File: src/rtl/opfetch_pkg.sv
// Shared decode types, field positions and instruction-class constants for operand_fetch.
package opfetch_pkg;

  localparam int unsigned XLEN   = 32;
  localparam int unsigned NREGS  = 32;
  localparam int unsigned REG_AW = 5;
  localparam int unsigned OPC_W  = 7;
  localparam int unsigned FS_W   = 4;
  localparam int unsigned SH_W   = 5;
  localparam int unsigned IMM_W  = 15;

  localparam int unsigned OPC_LSB = 25;
  localparam int unsigned DR_LSB  = 20;
  localparam int unsigned SA_LSB  = 15;
  localparam int unsigned SB_LSB  = 10;
  localparam int unsigned FS_LSB  = 6;
  localparam int unsigned SH_LSB  = 0;

  localparam logic [1:0] CLS_ALU_R = 2'b00;
  localparam logic [1:0] CLS_ALU_I = 2'b01;
  localparam logic [1:0] CLS_LD    = 2'b10;
  localparam logic [1:0] CLS_ST    = 2'b11;

  typedef struct packed {
    logic [OPC_W-1:0]  opcode;
    logic [FS_W-1:0]   fs;
    logic [SH_W-1:0]   sh;
    logic              mw;
    logic              rw;
    logic              md;
    logic [REG_AW-1:0] dr;
    logic [REG_AW-1:0] sa;
    logic [REG_AW-1:0] sb;
    logic              use_sb;
    logic [XLEN-1:0]   imm;
  } decoded_t;

  // Field extraction plus per-class control; dr==0 never writes back.
  function automatic decoded_t decode(input logic [XLEN-1:0] inst);
    decoded_t d;
    d.opcode = inst[OPC_LSB +: OPC_W];
    d.dr     = inst[DR_LSB +: REG_AW];
    d.sa     = inst[SA_LSB +: REG_AW];
    d.sb     = inst[SB_LSB +: REG_AW];
    d.fs     = inst[FS_LSB +: FS_W];
    d.sh     = inst[SH_LSB +: SH_W];
    d.imm    = {{(XLEN-IMM_W){inst[IMM_W-1]}}, inst[IMM_W-1:0]};
    d.mw     = 1'b1;
    d.rw     = 1'b1;
    d.md     = 1'b0;
    d.use_sb = 1'b0;
    case (d.opcode[OPC_W-1 -: 2])
      CLS_ALU_R: d.use_sb = 1'b1;
      CLS_ALU_I: begin
        d.fs = d.opcode[FS_W-1:0];
        d.sh = '0;
      end
      CLS_LD:    d.md = 1'b1;
      default: begin
        d.rw     = 1'b0;
        d.mw     = 1'b0;
        d.use_sb = 1'b1;
      end
    endcase
    if (d.dr == '0) d.rw = 1'b0;
    return d;
  endfunction

endpackage

File: src/rtl/reg_file_32x32.sv
// 32x32 register file: two combinational read ports, one synchronous write port, R0 reads zero.
module reg_file_32x32
  import opfetch_pkg::*;
(
  input  logic              clk,
  input  logic              rst,
  input  logic [REG_AW-1:0] ra_addr,
  output logic [XLEN-1:0]   ra_data,
  input  logic [REG_AW-1:0] rb_addr,
  output logic [XLEN-1:0]   rb_data,
  input  logic              we,
  input  logic [REG_AW-1:0] wa,
  input  logic [XLEN-1:0]   wd
);

  logic [XLEN-1:0] regs [NREGS];

  // Writes during reset and to R0 are dropped.
  always_ff @(posedge clk) begin
    if (rst) begin
      for (int i = 0; i < int'(NREGS); i++) regs[i] <= '0;
    end else if (we && (wa != '0)) begin
      regs[wa] <= wd;
    end
  end

  assign ra_data = (ra_addr == '0) ? '0 : regs[ra_addr];
  assign rb_data = (rb_addr == '0) ? '0 : regs[rb_addr];

endmodule

File: src/rtl/operand_fetch.sv
// Decode/operand-fetch stage with pending-write scoreboard interlock.
// Build option: OPFETCH_BYPASS_EN forwards a same-cycle writeback into the operand read.
module operand_fetch
  import opfetch_pkg::*;
(
  input  logic              clk,
  input  logic              rst,
  input  logic              in_valid,
  output logic              in_ready,
  input  logic [XLEN-1:0]   inst,
  input  logic              wb_en,
  input  logic [REG_AW-1:0] wb_addr,
  input  logic [XLEN-1:0]   wb_data,
  output logic              out_valid,
  input  logic              out_ready,
  output logic [XLEN-1:0]   busA,
  output logic [XLEN-1:0]   busB,
  output logic [OPC_W-1:0]  opcode,
  output logic [FS_W-1:0]   fs,
  output logic [SH_W-1:0]   sh,
  output logic              mw,
  output logic              rw,
  output logic              md,
  output logic [REG_AW-1:0] dr
);

  decoded_t         dec;
  logic [XLEN-1:0]  rf_a, rf_b, op_a, op_b;
  logic [NREGS-1:0] pend_q, set_mask, clr_mask, src_busy, waw_busy;
  logic             wb_act, hazard, accept;

  assign dec    = decode(inst);
  assign wb_act = wb_en && (wb_addr != '0);

  reg_file_32x32 u_rf (
    .clk     (clk),
    .rst     (rst),
    .ra_addr (dec.sa),
    .ra_data (rf_a),
    .rb_addr (dec.sb),
    .rb_data (rf_b),
    .we      (wb_en),
    .wa      (wb_addr),
    .wd      (wb_data)
  );

  // Hazard detection and operand selection; pend_q[0] is never set.
  always_comb begin
    clr_mask = '0;
    op_a     = rf_a;
    op_b     = rf_b;
    if (wb_act) clr_mask = NREGS'(1) << wb_addr;
`ifdef OPFETCH_BYPASS_EN
    src_busy = pend_q & ~clr_mask;
    waw_busy = src_busy;
    if (wb_act && (wb_addr == dec.sa)) op_a = wb_data;
    if (wb_act && (wb_addr == dec.sb)) op_b = wb_data;
`else
    src_busy = pend_q | clr_mask;
    waw_busy = pend_q;
`endif
    hazard = src_busy[dec.sa] || (dec.use_sb && src_busy[dec.sb]) ||
             (dec.rw && waw_busy[dec.dr]);
    case (dec.opcode[OPC_W-1 -: 2])
      CLS_ALU_I: op_b = dec.imm;
      CLS_LD:    op_b = '0;
      default:   ;
    endcase
  end

  assign in_ready = !rst && !hazard && (!out_valid || out_ready);
  assign accept   = in_valid && in_ready;
  assign set_mask = (accept && dec.rw) ? (NREGS'(1) << dec.dr) : '0;

  // Output stage and scoreboard; a same-register set beats the clear.
  always_ff @(posedge clk) begin
    if (rst) begin
      out_valid <= 1'b0;
      busA      <= '0;
      busB      <= '0;
      opcode    <= '0;
      fs        <= '0;
      sh        <= '0;
      mw        <= 1'b1;
      rw        <= 1'b0;
      md        <= 1'b0;
      dr        <= '0;
      pend_q    <= '0;
    end else begin
      if (accept) begin
        out_valid <= 1'b1;
        busA      <= op_a;
        busB      <= op_b;
        opcode    <= dec.opcode;
        fs        <= dec.fs;
        sh        <= dec.sh;
        mw        <= dec.mw;
        rw        <= dec.rw;
        md        <= dec.md;
        dr        <= dec.dr;
      end else if (out_ready) begin
        out_valid <= 1'b0;
      end
      pend_q <= (pend_q & ~clr_mask) | set_mask;
    end
  end

endmodule

File: config.mk
export PLATFORM = sky130hd
export DESIGN_NAME = operand_fetch
export DESIGN_NICKNAME = d
export VERILOG_FILES = /design/src/rtl/opfetch_pkg.sv /design/src/rtl/reg_file_32x32.sv /design/src/rtl/operand_fetch.sv
export SDC_FILE = /design/constraint.sdc
export NUM_CORES = 2
export LEC_CHECK = 0
export BUFFER_PORTS_ARGS = -buffer_cell sky130_fd_sc_hd__buf_2
export CAP_MARGIN = 20
export CORE_ASPECT_RATIO = 1.5
export CORE_MARGIN = 2
export CORE_UTILIZATION = 60
export DETAILED_ROUTE_END_ITERATION = 8
export GPL_TIMING_DRIVEN = 0
export PLACE_DENSITY = 0.77
export SYNTH_ARGS = -nofsm -noshare
export SYNTH_HDL_FRONTEND = slang
export SYNTH_SLANG_ARGS = --single-unit
File: constraint.sdc
create_clock -name clk -period 3.6 [get_ports clk]
set_clock_uncertainty 0.15 [all_clocks]
set_input_delay 0.36 -clock clk [delete_from_list [all_inputs] [get_ports clk]]
set_output_delay 0.36 -clock clk [all_outputs]
set_load 0.05 [all_outputs]
# ---- Yosys cells after proc, flatten, opt, wreduce, memory -nomap -nowiden
# Memories as Yosys holds them, arrays and structs flattened.
# Index checks and enable logic that the tools add are counted.
dict set report classes {
  n_mux 26
  bitwise 4
  magnitude_cmp 3
  shifts 2
  reduce_logical 22
  eq_ne 2
}
# operator count
set op_table {}
lappend op_table {{2-to-1 mux 32 bit} 5}
lappend op_table {{bitwise OR 32 bit} 2}
lappend op_table {{one-hot mux 32 bit (2 select lines)} 1}
lappend op_table {{<< shifter 1 x 5 -> 32 bit, first input constant} 2}
lappend op_table {{bitwise AND 32 bit} 1}
lappend op_table {{NOT 32 bit} 1}
lappend op_table {{OR reduction 32 bit} 1}
lappend op_table {{less-than comparator 5 x 6 -> 1 bit, second input constant} 3}
lappend op_table {{binary-select mux 1 bit (select 5 bit)} 3}
lappend op_table {{logical NOT 5 bit} 3}
lappend op_table {{2-to-1 mux 1 bit} 14}
lappend op_table {{2-to-1 mux 9 bit} 1}
lappend op_table {{logical AND 1 bit} 7}
lappend op_table {{2-to-1 mux 5 bit} 1}
lappend op_table {{nonzero test 5 bit} 1}
lappend op_table {{logical NOT 1 bit} 3}
lappend op_table {{logical OR 1 bit} 3}
lappend op_table {{OR reduction 3 bit} 1}
lappend op_table {{equality test 2 x 1 -> 1 bit, second input constant} 1}
lappend op_table {{equality test 2 bit, second input constant} 1}
lappend op_table {{logical NOT 2 bit} 1}
lappend op_table {{2-to-1 mux 2 bit} 1}
lappend op_table {{nonzero test 2 bit} 1}
lappend op_table {{OR reduction 2 bit} 1}
dict set report word_totals {
  out_inout_bits 90
  ramBits 1024
  mem_count 1
  input_bits 74
  ff_bits 121
}
# memory words word_bits rd rd_clocked_by_memory_dff wr line_no
set mem_list {}
lappend mem_list {u_rf.regs 32 32 2 0 32 reg_file_32x32.sv:16} ;# logic [XLEN-1:0] regs [NREGS];

# ---- Logic depth before layout (Yosys ltp)
dict set report logic_depth {
  word_depth 16
  mapped_depth 13
  ltp_nobuf 9
}

# ---- Cells and area by module
# A second synthesis with hierarchy kept.
dict set report unflattened {
  hier_cells 4187
  area_unflattened_um2 60800.8
}
# module seq_area_each_um2 cells_per_inst area_per_inst_um2 instances
set modules_own_cells {}
lappend modules_own_cells {reg_file_32x32 30749.5 3502 54253.3 1}
lappend modules_own_cells {operand_fetch 2422.3 685 6547.5 1}

# ---- Worst setup path before layout
# Ideal clock, no wire load.
dict set report synth_path {
  kind {input to output}
  startpoint {input inst[21]}
  endpoint {output in_ready}
  t_required_ns 3.090
  n_path_buf 2
  stages 9
  arrival_ns 2.885
  setup_slack_ns 0.205
  path_cell_list {clkbuf_1 -> mux4_2 -> a2bb2oi_1 -> a41oi_1 -> a311oi_1 -> a211oi_1 -> nand4_1 -> clkbuf_1 -> nor2_1}
}
dict set report synth_via {
  elab_chain_cells 7
  word_cells_on_any_way 9
  classes_between {3 x mux; 6 x reduce/logical}
}
# element line_no
set synth_lines {}
lappend synth_lines {{start, declared} operand_fetch.sv:10} ;# input logic [XLEN-1:0] inst,
lappend synth_lines {{binary-select mux 1 bit (select 5 bit) / logical NOT 5 bit (equally long branches)} {operand_fetch.sv:63, opfetch_pkg.sv:65}}
lappend synth_lines {{2-to-1 mux 1 bit (on tied branches)} {operand_fetch.sv:63, opfetch_pkg.sv:65}}
lappend synth_lines {{logical AND 1 bit *} operand_fetch.sv:63} ;# (dec.rw && waw_busy[dec.dr]);
lappend synth_lines {{logical OR 1 bit *} operand_fetch.sv:62} ;# hazard = src_busy[dec.sa] || (dec.use_sb && src_busy[dec.sb]) ||
lappend synth_lines {{logical NOT 1 bit *} operand_fetch.sv:71} ;# assign in_ready = !rst && !hazard && (!out_valid || out_ready);
lappend synth_lines {{logical AND 1 bit * (2 in a row)} operand_fetch.sv:71}
lappend synth_lines {{end, declared} operand_fetch.sv:9} ;# output logic in_ready,
# Mark *: on every way between the ends. The rest lies on a longest branch, timed or not. The select of a mux whose other input is x is not followed.

# ---- Worst setup path in the final report
dict set report layout_path {
  startpoint {input inst[12]}
  endpoint {register busB[17]}
}
dict set report layout_via {
  elab_chain_cells 9
  word_cells_on_any_way 13
  classes_between {4 x mux; 8 x reduce/logical; 1 x memory}
}
# element line_no
set layout_lines {}
lappend layout_lines {{binary-select mux 1 bit (select 5 bit)} operand_fetch.sv:62}
lappend layout_lines {{2-to-1 mux 1 bit (not written as such)} operand_fetch.sv:62}
lappend layout_lines {{logical AND 1 bit} operand_fetch.sv:62}
lappend layout_lines {{logical OR 1 bit (2 in a row)} operand_fetch.sv:62}
lappend layout_lines {{logical NOT 1 bit} operand_fetch.sv:71}
lappend layout_lines {{logical AND 1 bit (2 in a row)} operand_fetch.sv:71}
lappend layout_lines {{logical AND 1 bit} operand_fetch.sv:72} ;# assign accept = in_valid && in_ready;
lappend layout_lines {{end signal, assigned} operand_fetch.sv:93} ;# busB <= op_b;
lappend layout_lines {{end, declared} operand_fetch.sv:17} ;# output logic [XLEN-1:0] busB,
# Several ways; a longest one is shown, not always the timed one. The select of a mux whose other input is x is not followed.
# A chain may end at the register's enable or synchronous reset.

==> flow_summary.json <==
{
  "crit_arrival_ns": 4.35,
  "fin_ws_ns": -0.250,
  "fillers": 6750,
  "slowest_delay_ns": 0.55,
  "syn_inst": 4113,
  "clockBufferDepth": 3,
  "grt_overflow_total": 0,
  "netlist_area_mm2": 0.0606,
  "critPathCaptureType": "flop",
  "cp_cell_sequence": "buf_2, clkbuf_1, or2_2, clkbuf_1, buf_6, clkbuf_2, o221ai_1, a21oi_2, nor2_1, a21oi_2, o21ai_0, clkbuf_4, nand3_1, a21oi_1",
  "antenna_found_initial": 30,
  "slew_headroom_pct": 12.9,
  "post-route-period-util_pct": 107,
  "synthArstFlopShare_pct": 0,
  "final_common_cell": "edfxtp_1",
  "io_buffers": 152,
  "dpl.hpwl_um": 173000,
  "ff2ff_path_depth": 11,
  "drt-initial-drc-count": 8835,
  "synth_edf_count": 1024,
  "violations": "design-rule violations, negative setup slack",
  "start_kind": "primary input",
  "r2r_setup_slack_ns": 0.18,
  "power_mw": 32.5,
  "cp_max_fo": 10,
  "ys_types": 80,
  "drive_above_1_share_pct": 26.8,
  "maxCapViolCount": 0,
  "drt_pass1_iterations": 9,
  "final_cell_mix": "edfxtp_1 (1024), and2_1 (995), mux4_2 (572)",
  "dieArea_mm2": 0.104,
  "outcome": "complete, but fails checks",
  "crit_buf_inv": 6,
  "crit_required_ns": 4.10,
  "fmax_mhz": 260,
  "r2r_end": "opcode[5]$_SDFFE_PP0P_",
  "ys_seq_area_share_pct": 54.8,
  "ios": 164,
  "row_count": 142,
  "holdPathEnd": "mw$_SDFFE_PP1P_",
  "grt_max_degree": 34,
  "numCtsBuffers": 106,
  "syn_to_final_growth_pct": 14.0,
  "finalSetupViolations": 16,
  "globalplace.congestion": 1.04,
  "cp_top_family": "buffers and inverters",
  "first_global_vias": 43800,
  "worstSetupPathType": "primary input to flop",
  "track_usage_pct": 49.0,
  "p_leak_nw": 24.3,
  "syn_area_per_cell_um2": 14.7,
  "tightest_slew_ns": 1.31,
  "antenna_left": 0,
  "multiInputGateArea_mm2": 0.0257,
  "hp-start": "inst[30]",
  "routed_wirelength_um": 249000,
  "synth_seq_cells": 1145,
  "clk_pin_slew_ns": 0.07,
  "ctsHtreeMaxLevel": 3,
  "hold_viol": 0,
  "hp-class": "primary input to flop",
  "dieWidth_um": 263,
  "crit_path_top_delay_cell": "clkbuf_1",
  "initial_core_util_pct": 60.5,
  "rsz0062_at_grt": "true",
  "grt_pass1_wl_um": 339000,
  "wl_per_cell_um": 41.7,
  "via_count": 45000,
  "hold_path_depth": 3,
  "holdWs_ns": 0.00974,
  "regArea_mm2": 0.0332,
  "finalMaxSlewViolations": 0,
  "synth_flop_cell": "edfxtp_1",
  "r2r-start": "pend_q[12]$_SDFF_PP0_",
  "worstSkewPairLatency_ns": 0.78,
  "yosysWarningCount": 0,
  "route.detailed.drc": 19,
  "nNetsFinal": 4630,
  "fin_crit_ns": 3.85,
  "cts_root_buf": "clkbuf_16",
  "die_h_um": 393,
  "cts_tree": "done",
  "vias_per_cell": 7.54,
  "ir_drop_mv": 0.353,
  "power.density_mw_per_mm2": 471,
  "core_area_mm2": 0.100,
  "cts_num_sinks": 1145
}
cells by family (layout without fill, tap and decap cells):
| group | Yosys count | after routing | share of synthesized area [%] |
|---|---|---|---|
| simple gates | 1362 | 1362 | 13.4 |
| flops | 1145 | 1145 | 54.8 |
| compound gates | 363 | 363 | 3.94 |
| other cells | 1 | 59 | 0.00619 |
| mux | 762 | 762 | 24.5 |
| fa+ha+maj | 3 | 3 | 0.0620 |
| buf+inv | 476 | 974 | 3.31 |
| xor+xnor | 1 | 1 | 0.0145 |
power breakdown:
part / total (mW) / switching (mW) / internal, mW
Sequential: 15.6 / 0.394 / 15.2
Clock: 11.9 / 5.35 / 6.57
Combinational: 5.04 / 3.16 / 1.88
Total: 32.5 / 8.90 / 23.6
Yosys cell counts (25+ instances only):
master	count	share of area, %
a21oi_1	116	0.96
and2_1	995	10
buf_2	71	0.59
buf_4	25	0.31
clkbuf_1	319	2.0
dfxtp_1	121	4.0
edfxtp_1	1024	51
inv_1	34	0.21
mux2_2	35	0.65
mux2i_1	152	2.5
mux4_2	572	21
nand2_1	105	0.65
nand2b_1	46	0.48
nand3_1	37	0.31
nor2_1	64	0.40
nor3_1	38	0.31
o21ai_0	60	0.50
o221ai_1	44	0.64
o22ai_1	47	0.49
worst max path at each step:
stage                                      from                     to  slack [ns]  cells after the start
final                                  inst[12]  busB[17]$_SDFFE_PP0P_       -0.25                     14
after global routing      pend_q[12]$_SDFF_PP0_               in_ready       -0.17                      9
after CTS                              inst[16]   busA[1]$_SDFFE_PP0P_       0.008                     11
after detailed placement               inst[14]   busB[9]$_SDFFE_PP0P_       -1.95                      9
after global placement                 inst[14]   busB[9]$_SDFFE_PP0P_       -1.80                      9
after floorplan                        inst[21]               in_ready        0.21                      9
area by class of cell:
type | count | area share, %
Clock buffer | 136 | 4.32
Sequential cell | 1145 | 48.1
Tap cell | 1296 | 2.35
Timing Repair Buffer | 304 | 4.07
Antenna cell | 27 | 0.0979
Inverter | 35 | 0.192
Buffer | 438 | 2.89
Clock inverter | 61 | 0.846
Multi-Input combinational cell | 2523 | 37.2
per-layer routing:
| layer | vias to the layer above | global-route usage, % | part of all wire (%) |
|---|---|---|---|
| li1 | 16700 | - | - |
| met1 | 21800 | 51.6 | 28 |
| met2 | 4877 | 71.5 | 43 |
| met3 | 1572 | 22.3 | 16 |
| met4 | 18 | 49.7 | 13 |
| met5 | - | 1.66 | 0.10 |
worst min-delay path, cell delays in order:
cell,delay [ns]
buf_2,0.13
ha_1,0.29
mux2i_1,0.10
repair_timing:
action | 4_1_cts | 5_1_grt
resized for setup | 50 | 53
endpoints found under the hold margin | 63 | 0
hold buffers | 54 | 0
pin swaps | 2 | 2
endpoints found under the setup margin | 121 | 101
buffers inserted | 2 | 0
registers in the layout, summed over array words and instances, names as in the netlist:
signal	flops
pend_q	32
u_rf.regs	1024
busA	32
out_valid	1
md	1
dr	5
busB	32
opcode	7
mw	1
sh	5
fs	4
rw	1
metrics by stage:
step,utilization [%],setup TNS (ns),cell area (um^2),std cells,setup WS (ns)
after floorplan,-,0,60700,4144,0.205
after global placement,63.0,-568.78,63100,5592,-1.80
after detailed placement,64.3,-181.13,64300,5671,-1.95
after CTS,68.5,0,68600,5923,0.00769
after global routing,69.0,-0.252,69000,5948,-0.169
final,69.0,-1.07,69000,5965,-0.250
Note: power is estimated with default switching activity, not from simulation.
